## config.mk

```make
export PLATFORM = sky130hd
export DESIGN_NAME = iob_uart_txbuf_flat
export DESIGN_NICKNAME = d
export VERILOG_FILES = /design/src/rtl/iob_uart_txbuf_pkg.sv /design/src/rtl/iob_uart_txbuf_if.sv /design/src/rtl/iob_uart_txbuf_ram.sv /design/src/rtl/iob_uart_txbuf.sv /design/src/flat_wrapper.sv
export SDC_FILE = /design/constraint.sdc
export NUM_CORES = 1
export LEC_CHECK = 0
export BUFFER_PORTS_ARGS = -buffer_cell sky130_fd_sc_hd__buf_2
export CAP_MARGIN = 20
export CORE_MARGIN = 4
export CORE_UTILIZATION = 55
export CTS_CLUSTER_DIAMETER = 50
export CTS_CLUSTER_SIZE = 40
export DETAILED_ROUTE_END_ITERATION = 8
export PLACE_DENSITY_LB_ADDON = 0.15
export SYNTH_ARGS = -nofsm -noshare
export SYNTH_HDL_FRONTEND = slang
export SYNTH_SLANG_ARGS = --single-unit
export TNS_END_PERCENT = 20
```

## constraint.sdc

```tcl
create_clock -name clk_i -period 4.5 [get_ports clk_i]
set_clock_uncertainty 0.2 [all_clocks]
set_input_delay 1.35 -clock clk_i [delete_from_list [all_inputs] [get_ports clk_i]]
set_output_delay 1.35 -clock clk_i [all_outputs]
set_load 0.05 [all_outputs]
```

## src/rtl/iob_uart_txbuf_pkg.sv

```systemverilog
// Shared definitions for the UART transmit buffer.
//   state_e           : launch FSM encoding (idle / wait for core busy / wait for core done)
//   DefaultDataW      : default entry width
//   DefaultDepthLog2  : default log2 of FIFO depth (legal range 1..8)
package iob_uart_txbuf_pkg;

    localparam int unsigned DefaultDataW     = 8;
    localparam int unsigned DefaultDepthLog2 = 4;

    typedef enum logic [1:0] {
        StIdle     = 2'd0,
        StWaitBusy = 2'd1,
        StWaitDone = 2'd2
    } state_e;

endpackage

```

## src/rtl/iob_uart_txbuf_if.sv

```systemverilog
// Bus between the register file / UART core and the transmit buffer.
//   wr_en_i, wr_data_i : push strobe and byte from the register file
//   tx_en_i            : transmit enable, gates new launches only
//   tx_ready_i         : core idle / ready-for-byte flag
//   clr_ovf_i          : clears the sticky overflow flag
//   tx_data_o          : byte presented to the core
//   tx_write_o         : one-cycle data write strobe to the core
//   full_o, empty_o    : registered FIFO occupancy flags
//   level_o            : registered entry count, 0..2**DEPTH_LOG2
//   overflow_o         : sticky, a push arrived while full
// Modports: master = register file and core side, slave = the buffer.
interface iob_uart_txbuf_if
    import iob_uart_txbuf_pkg::*;
#(
    parameter int unsigned DATA_W     = DefaultDataW,
    parameter int unsigned DEPTH_LOG2 = DefaultDepthLog2
);

    logic                  wr_en_i;
    logic [DATA_W-1:0]     wr_data_i;
    logic                  tx_en_i;
    logic                  tx_ready_i;
    logic                  clr_ovf_i;
    logic [DATA_W-1:0]     tx_data_o;
    logic                  tx_write_o;
    logic                  full_o;
    logic                  empty_o;
    logic [DEPTH_LOG2:0]   level_o;
    logic                  overflow_o;

    modport master (
        output wr_en_i, wr_data_i, tx_en_i, tx_ready_i, clr_ovf_i,
        input  tx_data_o, tx_write_o, full_o, empty_o, level_o, overflow_o
    );

    modport slave (
        input  wr_en_i, wr_data_i, tx_en_i, tx_ready_i, clr_ovf_i,
        output tx_data_o, tx_write_o, full_o, empty_o, level_o, overflow_o
    );

endinterface

```

## src/rtl/iob_uart_txbuf_ram.sv

```systemverilog
// Simple dual-port RAM: synchronous write, asynchronous read. No reset; contents
// are don't-care until written.
//   clk_i             : clock
//   we_i, waddr_i,    : write enable, address and data
//   wdata_i
//   raddr_i, rdata_o  : combinational read port
module iob_uart_txbuf_ram #(
    parameter int unsigned DATA_W = 8,
    parameter int unsigned ADDR_W = 4
) (
    input  logic              clk_i,
    input  logic              we_i,
    input  logic [ADDR_W-1:0] waddr_i,
    input  logic [DATA_W-1:0] wdata_i,
    input  logic [ADDR_W-1:0] raddr_i,
    output logic [DATA_W-1:0] rdata_o
);

    logic [DATA_W-1:0] mem [2**ADDR_W];

    always_ff @(posedge clk_i) begin
        if (we_i) begin
            mem[waddr_i] <= wdata_i;
        end
    end

    assign rdata_o = mem[raddr_i];

endmodule

```

## src/rtl/iob_uart_txbuf.sv

```systemverilog
// Transmit buffer in front of the UART core. CPU bytes are queued in a circular
// FIFO and launched into the core one at a time with a one-cycle write strobe,
// only while the core reports ready and transmit is enabled.
//   clk_i      : system clock
//   arst_n_i   : asynchronous reset, active-low
//   rst_soft_i : synchronous soft reset, active-high, overrides every other input
//   bus        : register file / core bus (slave side), see iob_uart_txbuf_if
module iob_uart_txbuf
    import iob_uart_txbuf_pkg::*;
#(
    parameter int unsigned DATA_W     = DefaultDataW,
    parameter int unsigned DEPTH_LOG2 = DefaultDepthLog2
) (
    input  logic                 clk_i,
    input  logic                 arst_n_i,
    input  logic                 rst_soft_i,
    iob_uart_txbuf_if.slave      bus
);

    localparam logic [DEPTH_LOG2:0] LevelFull = {1'b1, {DEPTH_LOG2{1'b0}}};

    logic [DEPTH_LOG2-1:0] wr_ptr_q, rd_ptr_q;
    logic [DEPTH_LOG2:0]   level_q, level_d;
    logic                  full_q, empty_q, ovf_q, tx_write_q;
    logic [DATA_W-1:0]     tx_data_q, rd_data;
    state_e                state_q;

    logic push, launch, ovf_set;

    // Full and empty are the registered flags, so a push while full is dropped even
    // if a launch frees a slot on the same edge.
    assign push    = bus.wr_en_i & ~full_q;
    assign ovf_set = bus.wr_en_i & full_q;
    assign launch  = (state_q == StIdle) & ~empty_q & bus.tx_en_i & bus.tx_ready_i;

    always_comb begin
        level_d = level_q;
        if (push && !launch) begin
            level_d = level_q + 1'b1;
        end else if (!push && launch) begin
            level_d = level_q - 1'b1;
        end
    end

    iob_uart_txbuf_ram #(
        .DATA_W (DATA_W),
        .ADDR_W (DEPTH_LOG2)
    ) u_ram (
        .clk_i   (clk_i),
        .we_i    (push),
        .waddr_i (wr_ptr_q),
        .wdata_i (bus.wr_data_i),
        .raddr_i (rd_ptr_q),
        .rdata_o (rd_data)
    );

    always_ff @(posedge clk_i or negedge arst_n_i) begin
        if (!arst_n_i) begin
            wr_ptr_q   <= '0;
            rd_ptr_q   <= '0;
            level_q    <= '0;
            full_q     <= 1'b0;
            empty_q    <= 1'b1;
            ovf_q      <= 1'b0;
            tx_write_q <= 1'b0;
            tx_data_q  <= '0;
            state_q    <= StIdle;
        end else if (rst_soft_i) begin
            wr_ptr_q   <= '0;
            rd_ptr_q   <= '0;
            level_q    <= '0;
            full_q     <= 1'b0;
            empty_q    <= 1'b1;
            ovf_q      <= 1'b0;
            tx_write_q <= 1'b0;
            tx_data_q  <= '0;
            state_q    <= StIdle;
        end else begin
            if (push) begin
                wr_ptr_q <= wr_ptr_q + 1'b1;
            end
            level_q <= level_d;
            full_q  <= (level_d == LevelFull);
            empty_q <= (level_d == '0);

            // A new overflow beats a clear on the same edge.
            if (ovf_set) begin
                ovf_q <= 1'b1;
            end else if (bus.clr_ovf_i) begin
                ovf_q <= 1'b0;
            end

            case (state_q)
                StIdle: begin
                    if (launch) begin
                        tx_data_q  <= rd_data;
                        tx_write_q <= 1'b1;
                        rd_ptr_q   <= rd_ptr_q + 1'b1;
                        state_q    <= StWaitBusy;
                    end
                end
                // Core may still show ready right after the strobe; wait for it to
                // drop so the same idle window cannot trigger a second launch.
                StWaitBusy: begin
                    tx_write_q <= 1'b0;
                    if (!bus.tx_ready_i) begin
                        state_q <= StWaitDone;
                    end
                end
                StWaitDone: begin
                    if (bus.tx_ready_i) begin
                        state_q <= StIdle;
                    end
                end
                default: begin
                    tx_write_q <= 1'b0;
                    state_q    <= StIdle;
                end
            endcase
        end
    end

    assign bus.tx_data_o  = tx_data_q;
    assign bus.tx_write_o = tx_write_q;
    assign bus.full_o     = full_q;
    assign bus.empty_o    = empty_q;
    assign bus.level_o    = level_q;
    assign bus.overflow_o = ovf_q;

endmodule

```

## src/flat_wrapper.sv

```systemverilog
// flat-port wrapper written by rule: the top's interface ports become plain ports
module iob_uart_txbuf_flat import iob_uart_txbuf_pkg::*;
#(
    parameter int unsigned DATA_W     = DefaultDataW,
    parameter int unsigned DEPTH_LOG2 = DefaultDepthLog2
)
  (clk_i, arst_n_i, rst_soft_i, bus_wr_en_i, bus_wr_data_i, bus_tx_en_i, bus_tx_ready_i, bus_clr_ovf_i, bus_tx_data_o, bus_tx_write_o, bus_full_o, bus_empty_o, bus_level_o, bus_overflow_o);
  iob_uart_txbuf_if #(.DATA_W(DATA_W), .DEPTH_LOG2(DEPTH_LOG2)) bus_i ();
  input  logic clk_i;
  input  logic arst_n_i;
  input  logic rst_soft_i;
  input wire logic [$bits(bus_i.wr_en_i)-1:0] bus_wr_en_i;
  input wire logic [$bits(bus_i.wr_data_i)-1:0] bus_wr_data_i;
  input wire logic [$bits(bus_i.tx_en_i)-1:0] bus_tx_en_i;
  input wire logic [$bits(bus_i.tx_ready_i)-1:0] bus_tx_ready_i;
  input wire logic [$bits(bus_i.clr_ovf_i)-1:0] bus_clr_ovf_i;
  output wire logic [$bits(bus_i.tx_data_o)-1:0] bus_tx_data_o;
  output wire logic [$bits(bus_i.tx_write_o)-1:0] bus_tx_write_o;
  output wire logic [$bits(bus_i.full_o)-1:0] bus_full_o;
  output wire logic [$bits(bus_i.empty_o)-1:0] bus_empty_o;
  output wire logic [$bits(bus_i.level_o)-1:0] bus_level_o;
  output wire logic [$bits(bus_i.overflow_o)-1:0] bus_overflow_o;
  assign bus_i.wr_en_i = bus_wr_en_i;
  assign bus_i.wr_data_i = bus_wr_data_i;
  assign bus_i.tx_en_i = bus_tx_en_i;
  assign bus_i.tx_ready_i = bus_tx_ready_i;
  assign bus_i.clr_ovf_i = bus_clr_ovf_i;
  assign bus_tx_data_o = bus_i.tx_data_o;
  assign bus_tx_write_o = bus_i.tx_write_o;
  assign bus_full_o = bus_i.full_o;
  assign bus_empty_o = bus_i.empty_o;
  assign bus_level_o = bus_i.level_o;
  assign bus_overflow_o = bus_i.overflow_o;
  iob_uart_txbuf #(.DATA_W(DATA_W), .DEPTH_LOG2(DEPTH_LOG2)) u_core (.clk_i(clk_i), .arst_n_i(arst_n_i), .rst_soft_i(rst_soft_i), .bus(bus_i));
endmodule
```

Yosys cells after proc, flatten, opt, wreduce, memory -nomap -nowiden

Memories as Yosys holds them, arrays and structs flattened.
Cells that the tools add are included.

Bits in registers: 27
Bits in latches: 0
Memory bits (writable): 128
Bits in read-only memories: 0
Input bits: 15
Output and inout port bits: 17
Logic and storage cells: 67
Memories kept: 1

Memory list:

| name             | depth | bits a word | rd ports | clocked after memory_dff | wr ports | RTL line                 | source |
|---|---|---|---|---|---|---|---|
| u_core.u_ram.mem | 16    | 8           | 1        | 0                        | 1        | iob_uart_txbuf_ram.sv:19 | `logic [DATA_W-1:0] mem [2**ADDR_W];` |

$add $sub $neg: 4
Multiply operators: 0
Divide/modulo/power cells: 0
$lt $le $gt $ge: 0
Eq/ne operators: 7
Shifts and indexed selects: 0
Multiplexer cells: 26
Bitwise operators: 7
Reduce and logical (&&, ||, !) cells: 13

Operators with widths:

| cell                  | number |
|---|---|
| $mux W8               | 3 |
| $mux W4               | 5 |
| $mux W5               | 3 |
| $mux W1               | 9 |
| $add A4 B1 Y4 const B | 2 |
| $mux W2               | 4 |
| $ne A3 B3 Y1 const B  | 2 |
| $pmux W2 S3           | 1 |
| $reduce_bool A2 Y1    | 3 |
| $add A5 B1 Y5 const B | 1 |
| $and A1 B1 Y1         | 5 |
| $eq A5 B5 Y1 const B  | 1 |
| $logic_not A5 Y1      | 1 |
| $sub A5 B1 Y5 const B | 1 |
| $reduce_and A2 Y1     | 2 |
| $ne A3 B2 Y1 const B  | 1 |
| $reduce_and A3 Y1     | 1 |
| $reduce_bool A3 Y1    | 1 |
| $eq A2 B1 Y1 const B  | 1 |
| $eq A2 B2 Y1 const B  | 1 |
| $logic_and A1 B1 Y1   | 2 |
| $logic_not A1 Y1      | 2 |
| $logic_not A2 Y1      | 1 |
| $ne A2 B2 Y1 const B  | 1 |
| other kinds (2)       | 3 |

Depth between registers and ports, before layout

Gate-level depths: netlist (run 1).

Word-level depth: 9
Mapped depth: 7
Mapped depth without buffers: 7

Modules after synthesis

Synthesis (run 1) repeated with hierarchy kept, for this count alone.

Cell total of the unflattened synthesis: 360
Area, all modules: 6356.1 µm²

By module, submodules not included:

| module             | instances | cells each | area each (µm²) | sequential area each (µm²) |
|---|---|---|---|---|
| iob_uart_txbuf_ram | 1         | 221        | 4987.3          | 3843.7 |
| iob_uart_txbuf     | 1         | 139        | 1368.8          | 676.9 |

Least setup slack after synthesis (run 1)

OpenSTA, ideal clock, no wires.

Path type: input-to-reg
From: input bus_wr_en_i
To: memory u_core.u_ram.mem[7][0] (enable)
Library setup time: 0.332 ns
Arrival time: 2.214 ns
Data required time: 3.968 ns
Setup slack: 1.755 ns
Cell stages on the path: 5
Buffers on the path: 1
Path through: and2b_1 > buf_2 > nand2_1 > nor2_1 > and2_1

Word-level cells in the longest chain between the ends: 3

Ends and longest elaborated chain:

| what                          | RTL line                 | source |
|---|---|---|
| start: declaration            | flat_wrapper.sv:12       | `input wire logic [$bits(bus_i.wr_en_i)-1:0] bus_wr_en_i;` |
| $and A1 B1 Y1                 | iob_uart_txbuf.sv:32     | `assign push = bus.wr_en_i & ~full_q;` |
| $mux W1                       | iob_uart_txbuf_ram.sv:22 | `if (we_i) begin` |
| $mux W1 (implied by the code) | iob_uart_txbuf_ram.sv:23 | `mem[waddr_i] <= wdata_i;` |
| end: declaration              | iob_uart_txbuf_ram.sv:19 |  |

Every way passes these cells.

Final worst setup path (run 1)

From: input bus_tx_en_i
To: register u_core.full_q (netlist: u_core.bus.full_o)

Word-level cells in the longest chain between the ends: 7
Elaborated cells on any way between the ends: 9
Classes of those cells: eq/ne: 1; mux: 3; bitwise: 2; reduce/logical: 3

Ends and longest elaborated chain:

| what                                                           | RTL line                                   | source |
|---|---|---|
| start: declaration                                             | flat_wrapper.sv:14                         | `input wire logic [$bits(bus_i.tx_en_i)-1:0] bus_tx_en_i;` |
| $and A1 B1 Y1 * (2 in a row)                                   | iob_uart_txbuf.sv:34                       | `assign launch = (state_q == StIdle) & ~empty_q & bus.tx_en_i & bus.tx_ready_i;` |
| $logic_and A1 B1 Y1 / $logic_not A1 Y1 (equally long branches) | iob_uart_txbuf.sv:40, iob_uart_txbuf.sv:38 |  |
| $mux W5 / $logic_and A1 B1 Y1 (equally long branches)          | iob_uart_txbuf.sv:40, iob_uart_txbuf.sv:38 |  |
| $mux W5 *                                                      | iob_uart_txbuf.sv:38                       | `if (push && !launch) begin` |
| $eq A5 B5 Y1 *                                                 | iob_uart_txbuf.sv:83                       | `full_q <= (level_d == LevelFull);` |
| $mux W1 *                                                      | iob_uart_txbuf.sv:68                       | `end else if (rst_soft_i) begin` |
| end signal: assignment                                         | iob_uart_txbuf.sv:83                       |  |
| end: declaration                                               | iob_uart_txbuf.sv:24                       | `logic full_q, empty_q, ovf_q, tx_write_q;` |

Every way passes the cells marked *; elsewhere a longest branch is shown, timed or not.
A chain may end at the register's enable or synchronous reset.

==> results.tsv, run 1 <==
metric	value	unit
outcome	completed	
ys_seq_area_share	71.3	%
worst_pin_slew	0.862	ns
rsz0062_at_grt	false	
place_congestion	0.843	
holdPathEnd	u_core.bus.overflow_o$_DFFE_PN0P_	
grt_start_max_net_pins	36	
dr_total_vias	3193	
path_class	input pin to register	
p_leak	2.48	nW
grt-ovfl-total	0	
ant_nets	0	
cts_tree	built	
cts_root_buffer	clkbuf_16	
setup_viol	0	
holdPathStages	2	
r2r_cells	5	
grt_pass1_wl	18800	µm
post_cts.repair.setup_buffers	0	
drc	0	
hold_buffers	0	
max_stage_delay	0.54	ns
portBuffers	31	
cts_sinks	155	
min_from	u_core.bus.overflow_o$_DFFE_PN0P_	
cap_violations	0	
worstReg2RegStart	u_core.rd_ptr_q[0]$_DFFE_PN0P_	
antenna_cells	0	
postSynthCellCount	356	
final_common_cell	edfxtp_1	
synth_area	6340	µm²
syn_area_per_cell	17.8	µm²
clk_latency	0.42	ns
chipHeight	115	µm
path_cells	buf_2, nand4bb_4, nor2_2, o2bb2ai_1, xnor2_1, nor4b_2	
ios	32	
period_share	62.1	%
wl_per_cell	22.1	µm
die_x	115	µm
num_rows	38	
drt_iter0_markers	273	
routed_via_density	5.90	
cp_max_fo	16	
synth_edf_count	128	
finalMaxSlewViolations	0	
r2r_setup_slack	1.79	ns
grt_usage	19.8	%
critical_path_required	4.63	ns
synth.distinct_cells	46	
nets	411	
antenna_found_initial	0	
p_per_area	446	nW/µm²
yosys_warnings	0	
first_pass_iters	4	
clockBufferDepth	2	
area_growth_syn_to_layout	13.1	%
reg2reg_to	u_core.bus.tx_data_o[1]$_DFFE_PN0P_	
start_kind	input pin	
core_area	11100	µm²
p_total	3.20	mW
max_freq	0.358	GHz
end_kind	register	
drive_gt1_share	25.2	%
fp.dieArea	13300	µm²
hold_class	register to register	
wl	12000	µm
cp_slowest_cell	nor2_2	
grt_pass1_vias	3256	
cts-resized-gates	0	
crit_buf_inv	1	
cp.arrival	2.92	ns
hold_violations	0	
clk_pin_slew_worst_paths	0.06	ns
final_cell_mix	128 x edfxtp_1, 32 x mux4_2, 31 x buf_2	
ys_async_sr_fraction	17.4	%
numCtsBuffers	17	
start_util	57.2	%
synth_fp_nets	378	
ys_ff_latch	155	
relSlewSlack	42.5	%
synth_flop_cell	edfxtp_1	
min_period	2.79	ns
holdWs	0.329	ns
hpwl	7700	µm
critical_path.top_delay_family	simple AND/OR/NAND/NOR gates	
vdd_ir_drop_max	0.313	mV
finalSetupTns	0	ns
h-tree-depth	4	
-- area by class of cell --
cell class              count  area [µm²]
flip-flops and latches    155        4520
clock inverters            12         150
inverters                   5        18.8
repair buffers             33         170
fillers                   757        3910
clock buffers              19         433
multi-input cells         177        1700
well taps                 140         175
-- sequential cells by signal, indices dropped and copies added (netlist names) --
signal / cells
u_core.wr_ptr_q: 4
u_core.bus.overflow_o: 1
u_core.bus.level_o: 5
u_core.bus.tx_write_o: 1
u_core.bus.empty_o: 1
u_core.u_ram.mem: 128
u_core.bus.full_o: 1
u_core.rd_ptr_q: 4
u_core.state_q: 2
u_core.bus.tx_data_o: 8
-- layer usage --
metal	vias to the layer above	GRT usage [%]	routed length, µm
li1	1469	-	-
met1	1625	27.7	5230
met2	85	30.0	5820
met3	14	5.58	729
met4	0	7.28	184
met5	-	0	0
-- worst max path at each step --
stage / startpoint / to / cells after the start
4_1_cts: u_core.bus.empty_o$_DFF_PN1_ / bus_empty_o / 1
5_1_grt: bus_tx_ready_i / u_core.bus.full_o$_DFF_PN0_ / 6
6_report: bus_tx_en_i / u_core.bus.full_o$_DFF_PN0_ / 6
3_3_place_gp: bus_wr_en_i / u_core.u_ram.mem[5][1]$_DFFE_PP_ / 5
3_5_place_dp: bus_tx_en_i / u_core.bus.full_o$_DFF_PN0_ / 6
2_1_floorplan: bus_wr_en_i / u_core.u_ram.mem[7][0]$_DFFE_PP_ / 5
-- report_power, final --
group / leakage, nW / switching (mW) / internal [mW]
Sequential: 1.52 / 0.0247 / 1.58
Combinational: 0.692 / 0.120 / 0.0725
Clock: 0.268 / 0.533 / 0.864
-- kinds of logic after synthesis --
logic type,count (synthesis),share of synthesized area [%]
xor gates and xnor gates,9,1.36
muxes,32,11.4
DFF,155,71.3
and+or+nand+nor,71,6.59
AOI/OAI and AO/OA,58,6.10
buffers and inverters,24,1.88
adders and majority gates,7,1.38
-- synth_stat cells (2+ instances only) --
| library cell | count | area, µm² |
|---|---|---|
| buf_2 | 5 | 25.0 |
| o21ai_0 | 9 | 45.0 |
| dfrtp_1 | 26 | 651 |
| buf_1 | 2 | 7.51 |
| nand4_1 | 3 | 18.8 |
| nand3_1 | 4 | 20.0 |
| nor2_1 | 14 | 52.6 |
| clkbuf_1 | 8 | 30.0 |
| ha_1 | 7 | 87.6 |
| and3_1 | 2 | 12.5 |
| a31o_1 | 2 | 17.5 |
| o21ai_1 | 9 | 45.0 |
| xnor2_1 | 5 | 43.8 |
| inv_1 | 5 | 18.8 |
| xor2_1 | 3 | 26.3 |
| buf_4 | 2 | 15.0 |
| and2_1 | 17 | 106 |
| nand2b_1 | 3 | 18.8 |
| a22o_1 | 16 | 140 |
| nand2_1 | 11 | 41.3 |
| edfxtp_1 | 128 | 3840 |
| nor2b_1 | 4 | 25.0 |
| mux4_2 | 32 | 721 |
| nor3b_1 | 2 | 15.0 |
| nor3_1 | 3 | 15.0 |
| a21oi_1 | 13 | 65.1 |
| buf_6 | 2 | 22.5 |
-- worst reg2reg max path, stage by stage (launching register included) --
cell,delay (ns)
dfrtp_2,0.93
buf_4,0.36
mux4_2,0.54
a22o_1,0.27
o21ai_1,0.18
a21oi_1,0.10
-- stage by stage --
step | cell area (µm²) | instances | utilization, % | setup slack (ns)
floorplan | 6340 | 356 | - | 1.75
global placement | 6590 | 510 | 59.4 | 1.33
detailed placement | 6590 | 510 | 59.4 | 1.29
CTS | 7170 | 541 | 64.7 | 1.70
global route | 7170 | 541 | 64.7 | 1.55
finish | 7170 | 541 | 64.7 | 1.71
(Power assumes the default switching activity.)
==> run 2: changes to the inputs <==
==> constraint.sdc (replaced) <==
create_clock -name clk_i -period 2.63 [get_ports clk_i]
set_clock_uncertainty 0.2 [all_clocks]
set_input_delay 0.789 -clock clk_i [delete_from_list [all_inputs] [get_ports clk_i]]
set_output_delay 0.789 -clock clk_i [all_outputs]
set_load 0.05 [all_outputs]
==> run 2 against run 1 <==
- hold slack worse by 0.17 ns
- register-to-register slack worse by 1.3 ns
- via count grew 2.8%
- wire length up 6.3%
- combinational power is 88% higher
- count of clock-buffer cells in the layout fell by 2
- power grew 76%
- worst setup slack got worse by 1.3 ns
- highest routed layer unchanged
==> results.tsv, run 2 (synthesized netlist as in run 1, its figures left out) <==
metric	value	unit	change
outcome	completed		
regMostFlops	u_core.u_ram.mem		
portBuffers	31		unchanged
relSlewSlack	59.5	%	+17 points
met1_usage	29.9	%	+2.2 points
p_per_area	774	nW/µm²	+74%
critical_path.top_delay_family	flip-flops		
switchingPower	1.22	mW	+80%
numCtsBuffers	17		unchanged
reg2reg_to	u_core.bus.full_o$_DFF_PN0_		
chipHeight	115	µm	unchanged
grt_pass1_wl	19800	µm	+5.7%
end_kind	primary output		
holdWs	0.164	ns	-0.165 ns
path_class	register to primary output		
place_congestion	0.864		+2.5%
cts-resized-gates	0		unchanged
largest_reg_flops	128		unchanged
hold_buffers	0		unchanged
p_int	4.42	mW	+76%
drc	0		unchanged
ant_nets	0		unchanged
pwr-share-seq	48.5	%	-1.8 points
dp_slack	0.130	ns	-1.16 ns
critical_path_required	1.64	ns	-2.99 ns
setup_viol	0		unchanged
hold_class	input pin to async pin		
busiest_layer	met2		
fp.dieArea	13300	µm²	unchanged
cts_sinks	155		unchanged
min_period	2.25	ns	
use_met2	31.2	%	+1.2 points
cp.arrival	1.26	ns	-1.66 ns
dr_total_vias	3284		+2.8%
cts_root_buffer	clkbuf_16		
antenna_found_initial	0		unchanged
hpwl	8130	µm	+5.6%
place_area	6660	µm²	+1.2%
fin_ws	0.382	ns	-1.32 ns
nets	418		+1.7%
r2r_cells	7		+2
dp_cells	517		+1.4%
period_share	85.5	%	
first_pass_iters	5		+1
wl	12700	µm	+6.3%
num_rows	38		unchanged
cap_violations	0		unchanged
drt_iter0_markers	368		+35%
clockBufferDepth	2		unchanged
h-tree-depth	4		unchanged
max_freq	0.445	GHz	
vdd_ir_drop_max	0.599	mV	+91%
wl_per_cell	23.2	µm	+4.7%
grt-ovfl-total	0		unchanged
ios	32		unchanged
finalSetupTns	0	ns	unchanged
path_cells	buf_2		
grt_use_met3	6.32	%	+0.74 points
design_area	7290	µm²	+1.7%
worst_pin_slew	0.607	ns	-0.255 ns
start_util	57.2	%	unchanged
core_area	11100	µm²	unchanged
start_kind	register		
cp_max_fo	4		-12
antenna_cells	0		unchanged
p_leak	2.55	nW	+2.7%
clk_latency	0.43	ns	about the same
cts_tree	built		
grt_usage	21.1	%	+1.3 points
clockPowerShare	45.1	%	+1.4 points
combPwrFrac	6.4	%	+0.4 points
final_common_cell	edfxtp_1		
post_cts.repair.setup_buffers	0		unchanged
area_growth_syn_to_layout	15.0	%	
r2r_setup_slack	0.46	ns	-1.33 ns
rsz0062_at_grt	false		
max_stage_delay	0.56	ns	+0.02 ns
routed_via_density	5.98		+1.4%
fin_cells	549		+1.5%
finalMaxSlewViolations	0		unchanged
p_sw_share	21.6	%	+0.38 points
grt_pass1_vias	3330		+2.3%
die_x	115	µm	unchanged
final_cell_mix	128 x edfxtp_1, 32 x mux4_2, 31 x buf_2		
grt_start_max_net_pins	36		unchanged
drive_gt1_share	27.1	%	+2.0 points
cp_slowest_cell	dfstp_2		
hold_violations	0		unchanged
crit_buf_inv	1		unchanged
worstReg2RegStart	u_core.bus.level_o[0]$_DFF_PN0_		
clk_pin_slew_worst_paths	0.06	ns	about the same
[run 2: cell types whose count changed in the layout (fill, tap and decap cells not counted)]
cell,before,now
bufinv_16,3,4
clkinv_4,1,3
inv_6,0,1
clkinvlp_4,5,4
buf_12,0,2
buf_4,2,7
clkbuf_1,2,0
[run 2: metrics by stage]
stage / utilization [%] / power, mW
6_report: 65.8 / 5.64
4_1_cts: 65.8 / 5.70
5_1_grt: 65.8 / 5.83
3_3_place_gp: 60.1 / 3.14
2_1_floorplan: - / 3.02
3_5_place_dp: 60.1 / 3.15
[run 2: worst max-delay path by stage]
| stage | start | depth (start not counted) | slack (ns) | to |
|---|---|---|---|---|
| floorplan | u_core.bus.level_o[0]$_DFF_PN0_ | 7 | 0.39 | u_core.bus.full_o$_DFF_PN0_ |
| global placement | bus_tx_ready_i | 6 | 0.20 | u_core.bus.empty_o$_DFF_PN1_ |
| detailed placement | bus_tx_ready_i | 6 | 0.13 | u_core.bus.full_o$_DFF_PN0_ |
| CTS | u_core.bus.empty_o$_DFF_PN1_ | 1 | 0.36 | bus_empty_o |
| global route | u_core.bus.level_o[0]$_DFF_PN0_ | 1 | 0.34 | bus_level_o[0] |
| finish | u_core.bus.empty_o$_DFF_PN1_ | 1 | 0.38 | bus_empty_o |
[run 2: final cells by class]
| class | instances | area, µm² |
|---|---|---|
| Sequential cell | 155 | 4520 |
| Fill cell | 767 | 3790 |
| Multi-Input combinational cell | 177 | 1700 |
| Clock buffer | 17 | 425 |
| Timing Repair Buffer | 40 | 248 |
| Clock inverter | 15 | 199 |
| Tap cell | 140 | 175 |
| Inverter | 5 | 18.8 |
[run 2: worst reg2reg max path, cell delays in order, from the launching register on]
cell,delay (ns)
dfrtp_1,0.49
inv_1,0.11
ha_1,0.24
nor4bb_1,0.15
a31o_1,0.21
o221ai_1,0.27
o21ai_1,0.14
nor4b_2,0.27
[run 2: routing by layer]
metal	wire, µm	up-vias
met5	0	-
met4	182	0
met3	976	18
met2	6070	125
met1	5490	1647
li1	-	1494
[run 2: power by group through the flow]
stage	logic [mW]	registers [mW]	clock network [mW]
floorplan	0.193	2.83	0
global placement	0.361	2.78	0
detailed placement	0.366	2.78	0
CTS	0.368	2.74	2.59
global route	0.396	2.74	2.70
finish	0.360	2.74	2.55
==> run 3: changes to the inputs <==
--- a/config.mk
+++ b/config.mk
@@ -12,7 +12,9 @@
 export CTS_CLUSTER_DIAMETER = 50
 export CTS_CLUSTER_SIZE = 40
 export DETAILED_ROUTE_END_ITERATION = 8
+export GPL_TIMING_DRIVEN = 0
 export PLACE_DENSITY_LB_ADDON = 0.15
+export SLEW_MARGIN = 10
 export SYNTH_ARGS = -nofsm -noshare
 export SYNTH_HDL_FRONTEND = slang
 export SYNTH_SLANG_ARGS = --single-unit
==> constraint.sdc (replaced) <==
create_clock -name clk_i -period 2.25 [get_ports clk_i]
set_clock_uncertainty 0.2 [all_clocks]
set_input_delay 0.675 -clock clk_i [delete_from_list [all_inputs] [get_ports clk_i]]
set_output_delay 0.675 -clock clk_i [all_outputs]
set_load 0.05 [all_outputs]
==> run 3 against run 2 <==
- largest power group unchanged
- sequential cell count did not move
- highest routed layer unchanged
- critical path depth up 5
- sequential share of layout area up 0.80 points
- clock power is 2% lower
- combinational power increased by 16%
==> results.tsv, run 3 (synthesized netlist as in run 1, its figures left out) <==
metric	value	unit	change
outcome	completed		
core_area	11100	µm²	unchanged
drt_iter0_markers	301		-18%
path_class	register to register		
fill_cells	772		+0.65%
relSlewSlack	58.0	%	-1.5 points
wl	12400	µm	-2.6%
holdWs	0.0689	ns	-0.0949 ns
p_int	4.80	mW	+8.6%
cp_slowest_cell	mux4_2		
clockPowerShare	41.0	%	-4.1 points
max_freq	0.454	GHz	
vdd_ir_drop_max	0.719	mV	+20%
setup_viol	0		unchanged
path_cells	buf_4, buf_6, mux4_2, a22o_1, o21ai_1, a21oi_1		
grt_pass1_vias	3457		+3.8%
fin_ws	0.0485	ns	-0.334 ns
critical_path_required	2.32	ns	+0.68 ns
finalSetupTns	0	ns	unchanged
antenna_found_initial	0		unchanged
cp_max_fo	10		+6
wl_per_cell	22.2	µm	-4.2%
p_sw_share	21.6	%	about the same
hold_class	input pin to async pin		
fin_cells	558		+1.6%
worst_pin_slew	0.627	ns	+0.0203 ns
switchingPower	1.32	mW	+8.7%
cap_violations	0		unchanged
p_per_area	851	nW/µm²	+10%
cts_root_buffer	clkbuf_16		
drc	0		unchanged
clockBufferDepth	2		unchanged
grt_usage	20.6	%	-0.48 points
antenna_cells	0		unchanged
dp_cells	526		+1.7%
hold_violations	0		unchanged
start_util	57.2	%	unchanged
place_congestion	0.894		+3.5%
crit_buf_inv	2		+1
grt_start_max_net_pins	28		-22%
portBuffers	30		-3.2%
start_kind	register		
cts_tree	built		
combPwrFrac	6.8	%	+0.4 points
rsz0062_at_grt	true		
p_leak	2.53	nW	-0.99%
clk_pin_slew_worst_paths	0.06	ns	about the same
nets	427		+2.2%
fin_util	64.9	%	-0.84 points
design_area	7190	µm²	-1.3%
final_common_cell	edfxtp_1		
routed_via_density	5.93		-0.89%
max_stage_delay	0.54	ns	-0.02 ns
p_total	6.13	mW	+8.6%
dr_total_vias	3308		+0.73%
end_kind	register		
grt-ovfl-total	0		unchanged
pwr-share-seq	52.2	%	+3.7 points
regMostFlops	u_core.u_ram.mem		
ant_nets	0		unchanged
numCtsBuffers	17		unchanged
h-tree-depth	4		unchanged
finalMaxSlewViolations	0		unchanged
hpwl	8260	µm	+1.6%
chipHeight	115	µm	unchanged
first_pass_iters	4		-1
cp.arrival	2.27	ns	+1.01 ns
die_x	115	µm	unchanged
period_share	97.8	%	
ios	32		unchanged
dp_slack	-0.306	ns	-0.437 ns
area_growth_syn_to_layout	13.5	%	
grt_pass1_wl	19500	µm	-1.5%
fp.dieArea	13300	µm²	unchanged
clk_latency	0.41	ns	-0.02 ns
cts_sinks	155		unchanged
min_period	2.20	ns	
num_rows	38		unchanged
place_area	6660	µm²	about the same
drive_gt1_share	26.8	%	-0.35 points
hold_buffers	0		unchanged
critical_path.top_delay_family	compound AO/OA/AOI/OAI gates		
final_cell_mix	128 x edfxtp_1, 35 x buf_2, 32 x mux4_2		
largest_reg_flops	128		unchanged
==> run 3: cell count changes in the layout (fill, tap and decap cells not counted), sizes merged <==
cell	previous run	this run
clkinvlp	4	1
clkbuf	17	27
bufinv	4	1
clkinv	6	11
inv	6	5
buf	40	41
==> run 3: worst register-to-register path: cells and delay by family (launching register included) <==
kind / cells / cell delay [ns]
buf+inv: 2 / 0.41
flops: 1 / 0.36
compound gates: 3 / 0.56
mux: 1 / 0.54
==> run 3: worst paths after layout <==
path                                                startpoint                             endpoint  cells past startpoint  slack, ns
setup reg to reg                u_core.rd_ptr_q[0]$_DFFE_PN0P_  u_core.bus.tx_data_o[5]$_DFFE_PN0P_                      6       0.05
max in group asynchronous                             arst_n_i      u_core.bus.level_o[0]$_DFF_PN0_                      1       1.35
min in group clk_i                              bus_tx_ready_i        u_core.state_q[1]$_DFFE_PN0P_                      2       0.27
hold reg to reg            u_core.bus.tx_data_o[2]$_DFFE_PN0P_  u_core.bus.tx_data_o[2]$_DFFE_PN0P_                      2       0.34
setup / recovery                u_core.rd_ptr_q[0]$_DFFE_PN0P_  u_core.bus.tx_data_o[5]$_DFFE_PN0P_                      6       0.05
hold / removal                                        arst_n_i    u_core.bus.overflow_o$_DFFE_PN0P_                      1       0.07
==> run 3: per-layer routing <==
| layer | track usage, % | vias up | wire length (µm) |
|---|---|---|---|
| li1 | - | 1506 | - |
| met1 | 28.5 | 1715 | 5390 |
| met2 | 32.5 | 81 | 6280 |
| met3 | 5.79 | 6 | 632 |
| met4 | 5.95 | 0 | 84 |
| met5 | 0 | - | 0 |
==> run 3: area by class of cell <==
class                           instances  area (µm²)  area share, %
Inverter                                5        18.8          0.261
Multi-Input combinational cell        177        1710           23.8
Tap cell                              140         175           2.43
Timing Repair Buffer                   30         150           2.09
Clock inverter                         13        83.8           1.17
Buffer                                 19         101           1.41
Clock buffer                           19         433           6.02
Sequential cell                       155        4520           62.9
==> run 3: repair_timing <==
item	4_1_cts	5_1_grt
setup buffers	0	0
endpoints found under the setup margin	12	68
resized for setup	2	9
==> run 3: power by group through the flow <==
stage	registers (mW)	clock network [mW]	logic, mW
4_1_cts	3.20	2.56	0.424
3_3_place_gp	3.25	0	0.415
5_1_grt	3.20	2.70	0.457
2_1_floorplan	3.30	0	0.226
3_5_place_dp	3.25	0	0.422
6_report	3.20	2.51	0.418
